## config.mk

```make
export PLATFORM = sky130hd
export DESIGN_NAME = fetch_unit
export DESIGN_NICKNAME = d
export VERILOG_FILES = /design/src/rtl/fetch_unit.sv
export SDC_FILE = /design/constraint.sdc
export NUM_CORES = 1
export LEC_CHECK = 0
export BUFFER_PORTS_ARGS = -buffer_cell sky130_fd_sc_hd__buf_2
export CAP_MARGIN = 5
export CORE_UTILIZATION = 50
export CTS_CLUSTER_DIAMETER = 40
export CTS_CLUSTER_SIZE = 20
export DETAILED_ROUTE_END_ITERATION = 8
export GPL_ROUTABILITY_DRIVEN = 0
export GPL_TIMING_DRIVEN = 0
export PLACE_DENSITY = 0.8
export RECOVER_POWER = 50
export SKIP_LAST_GASP = 1
export SYNTH_ARGS = -nofsm -noshare
export SYNTH_HDL_FRONTEND = slang
export SYNTH_SLANG_ARGS = --single-unit
```

## constraint.sdc

```tcl
create_clock -name clk -period 4.1 [get_ports clk]
set_clock_uncertainty 0.2 [all_clocks]
set_input_delay 0.82 -clock clk [delete_from_list [all_inputs] [get_ports clk]]
set_output_delay 0.82 -clock clk [all_outputs]
set_load 0.05 [all_outputs]
```

## src/rtl/fetch_unit.sv

```systemverilog
// Instruction fetch stage with a small prefetch queue.
//
// Holds the program counter, addresses the instruction ROM (which answers
// combinationally), captures {pc, instr} pairs into a DEPTH-entry queue and
// hands them to decode over a valid/ready handshake. A redirect from execute
// flushes the queue and restarts fetch at the (word-aligned) target.
//
// Ports:
//   clk            system clock, rising edge
//   rst            synchronous active-high reset
//   fetch_en       permit new fetches; queue still drains when low
//   rom_addr       byte address to the ROM (always word aligned)
//   rom_data       instruction word for rom_addr
//   redirect_valid single-cycle redirect request
//   redirect_pc    redirect target (low two bits ignored)
//   out_valid      queue head valid
//   out_ready      decode accepts the head this cycle
//   out_instr      instruction at the queue head
//   out_pc         byte address of out_instr
module fetch_unit #(
  parameter int unsigned        ADDR_W   = 7,
  parameter int unsigned        DEPTH    = 2,
  parameter logic [ADDR_W-1:0]  RESET_PC = '0
) (
  input  logic              clk,
  input  logic              rst,
  input  logic              fetch_en,
  output logic [ADDR_W-1:0] rom_addr,
  input  logic [31:0]       rom_data,
  input  logic              redirect_valid,
  input  logic [ADDR_W-1:0] redirect_pc,
  output logic              out_valid,
  input  logic              out_ready,
  output logic [31:0]       out_instr,
  output logic [ADDR_W-1:0] out_pc
);

  localparam int unsigned PTR_W = (DEPTH > 1) ? $clog2(DEPTH) : 1;
  localparam int unsigned CNT_W = $clog2(DEPTH + 1);

  logic [ADDR_W-1:0] pc;
  logic [ADDR_W-1:0] pc_q    [DEPTH];
  logic [31:0]       instr_q [DEPTH];
  logic [PTR_W-1:0]  rd_ptr;
  logic [PTR_W-1:0]  wr_ptr;
  logic [CNT_W-1:0]  count;

  logic              pop;
  logic              push;
  logic [ADDR_W-1:0] redirect_target;

  assign redirect_target = redirect_pc & ~ADDR_W'(3);

  assign pop  = out_valid & out_ready;
  // A full queue may still accept a push on an edge where the head leaves.
  assign push = fetch_en & ~redirect_valid & ((count < CNT_W'(DEPTH)) | pop);

  always_ff @(posedge clk) begin
    if (rst) begin
      pc     <= RESET_PC;
      count  <= '0;
      rd_ptr <= '0;
      wr_ptr <= '0;
      // Storage is cleared so the head reads as zero straight out of reset.
      for (int unsigned i = 0; i < DEPTH; i++) begin
        pc_q[i]    <= '0;
        instr_q[i] <= '0;
      end
    end else if (redirect_valid) begin
      count  <= '0;
      rd_ptr <= '0;
      wr_ptr <= '0;
      pc     <= redirect_target;
    end else begin
      if (push) begin
        pc_q[wr_ptr]    <= pc;
        instr_q[wr_ptr] <= rom_data;
        wr_ptr          <= wr_ptr + PTR_W'(1);
        pc              <= pc + ADDR_W'(4);
      end
      if (pop) begin
        rd_ptr <= rd_ptr + PTR_W'(1);
      end
      case ({push, pop})
        2'b10:   count <= count + CNT_W'(1);
        2'b01:   count <= count - CNT_W'(1);
        default: count <= count;
      endcase
    end
  end

  assign rom_addr  = pc;
  assign out_valid = (count != '0);
  assign out_instr = instr_q[rd_ptr];
  assign out_pc    = pc_q[rd_ptr];

endmodule

```

==> impl_metrics.yaml <==
run_status:
  status: "complete, but fails checks"
  violations: "max-capacitance violations, max-slew violations"
clock_tree:
  clock_sinks: 84
  clkTransAtPathRegs_ns: 0.08
  cts_setup_buffers: 0
  root_buffer: "clkbuf_8"
  cts_buffers: 9
  cts_tree: "built"
  clockBufferDepth: 2
  clk_latency_ns: 0.35
  cts_resized: 0
  htreeDepth: 3
  holdBufCountCts: 0
power_and_ir_drop:
  powerDensity_nw_per_um2: 414
  total_power_mw: 1.89
  p_leak_nw: 1.86
  ir_worst_vdd_mv: 0.158
global_route:
  grt_overflow: 0
  grt_pass1_vias: 2154
  grt_max_degree: 21
  antenna_found_initial: 0
  track_usage_pct: 18.0
  grt_pass1_wl_um: 10200
synth:
  syn_avg_cell_area_um2: 14.3
  synth_seq_cells: 84
  ys_types: 33
  synth_ff_type: "edfxtp_1"
  ys_warn_count: 0
  synth_top_cell_by_area: "edfxtp_1"
  synth-edff-count: 74
  synth_area_leaders: "edfxtp_1 58%, and2_1 12%, mux2_2 11%"
  synth_cells: 265
  synthArstFlopShare_pct: 0
  yosysSeqAreaShare_pct: 63.8
  synthTopCellsByCount: "74 x and2_1, 74 x edfxtp_1, 37 x mux2_2"
  synth_area_um2: 3800
  yosysTopAreaCellShare_pct: 58.5
critical_path:
  r2r-end: "instr_q[0][30]$_SDFFCE_PN0P_"
  r2r_cells: 4
  critPathArrivalTime_ns: 3.40
  crit_top_cell: "clkbuf_1"
  rrSetupSlack_ns: 1.15
  required_ns: 4.11
  crit_path_end_kind: "register"
  critPathMaxStageDelay_ns: 1.54
  cp-start-kind: "input pin"
  critPathKind: "input pin to register"
  crit_slowest_cell: "nor4_1"
  worstPathCellList: "clkbuf_1 > or2_0 > clkbuf_1 > nor4_1 > buf_6 > and2_0"
  cp_max_fo: 10
  r2r-start: "count[1]$_SDFFE_PP0P_"
sta:
  timing.fmax_mhz: 296
  rsz0062_at_grt: "no"
  setup_ws_ns: 0.717
  slew_headroom_pct: -35.6
  drv_slew: 11
  final.min_clock_period_ns: 3.38
  hold_viol: 0
  finalCritPeriodShare_pct: 82.5
  setup_violations: 0
  worst_slew_pin_slew_ns: 2.02
route:
  routedWlPerCell_um: 14.4
  drc_errors: 0
  drt_iter0_drc: 73
  via_count: 2327
  wirelength_um: 6730
  drtAntennaViolNets: 0
  vias_per_cell: 4.97
  dr.pass1.iters: 4
cells_and_area:
  drive_gt1_share_pct: 38.8
  diodes: 0
  final_core_util_pct: 62.7
  fin_area_um2: 4570
  nets: 410
  fill_cells: 595
  syn2layout_area_growth_pct: 20.4
die:
  start_util_pct: 52.1
  chipHeight_um: 89.2
  die_w_um: 89.2
  core_um2: 7290
  io_pins: 91
  row_count: 31
  floorplan.die_area_um2: 7950
place:
  dpl.hpwl_um: 4560
  place_area_um2: 4430
  portBuffers: 83
  pre_cts_slack_ns: 1.09
worst_hold_path:
  worstHoldStart: "rd_ptr$_SDFFE_PP0P_"
  hp-class: "register to register"
  hold_depth: 2
  min_to: "rd_ptr$_SDFFE_PP0P_"
job:
  max_cap_viol_count: 1
-- routing by layer --
layer	GRT usage (%)	vias up	share of wire [%]
li1	-	1140	-
met1	21.6	1113	43
met2	30.6	65	51
met3	5.54	9	4.6
met4	6.93	0	1.4
met5	0	-	0
-- cell usage in the layout (no fill, tap or decap), types with 8 or more instances in the layout --
cell	n
and2_1	44
and2_0	30
mux2_2	37
clkbuf_8	9
dfxtp_1	10
buf_2	78
nor2_1	8
edfxtp_1	74
clkbuf_1	15
-- cell families after synthesis --
family | Yosys count | share of synthesized area, %
DFF | 84 | 63.8
and+or+nand+nor | 98 | 16.4
other | 1 | 0.0987
xor gates and xnor gates | 3 | 0.692
adders and majority gates | 2 | 0.659
buffers and inverters | 23 | 4.25
muxes | 37 | 11.0
AOI/OAI and AO/OA | 17 | 3.19
-- power by group --
group          total (mW)  internal (mW)  switching (mW)
sequential          0.991          0.975          0.0157
combinational       0.267         0.0815           0.185
clock               0.633          0.343           0.290
total                1.89           1.40           0.491
-- per-stage QoR --
stage          std cells  hold slack [ns]  TNS [ns]
6_report             468            0.332         0
5_1_grt              468            0.344         0
4_1_cts              468            0.330         0
3_5_place_dp         452            0.310         0
3_3_place_gp         450            0.295    -64.12
2_1_floorplan        268            0.281         0
-- cell type report --
class | instances | area, um^2 | area share [%]
Clock inverter | 6 | 87.6 | 1.92
Timing Repair Buffer | 85 | 460 | 10.1
Buffer | 17 | 109 | 2.38
Tap cell | 99 | 124 | 2.71
Clock buffer | 10 | 128 | 2.79
Inverter | 6 | 22.5 | 0.493
Multi-Input combinational cell | 161 | 1220 | 26.7
Sequential cell | 84 | 2420 | 53.0
-- worst max-delay path by stage --
stage | startpoint | to | slack, ns | cells past startpoint
floorplan | redirect_valid | instr_q[0][0]$_SDFFCE_PN0P_ | 0.39 | 4
global placement | redirect_valid | instr_q[1][12]$_SDFFCE_PN0P_ | -0.87 | 5
detailed placement | redirect_valid | instr_q[1][9]$_SDFFCE_PN0P_ | 1.09 | 6
CTS | register | out_instr[13] | 0.95 | 4
global route | rst | instr_q[0][30]$_SDFFCE_PN0P_ | 0.48 | 6
finish | rst | instr_q[0][30]$_SDFFCE_PN0P_ | 0.72 | 6
-- critical path: cells and delay by family --
| kind | cells | cell delay [ns] |
|---|---|---|
| AND/OR/NAND/NOR | 3 | 1.93 |
| buffers and inverters | 3 | 0.63 |
-- sequential cells by signal, summed over array words and instances, names as in the netlist, named ones only --
name and count:
instr_q 64, pc_q 10, rom_addr 5, count 2
rd_ptr 1, wr_ptr 1
No activity file was read; power rests on OpenSTA's default activity.
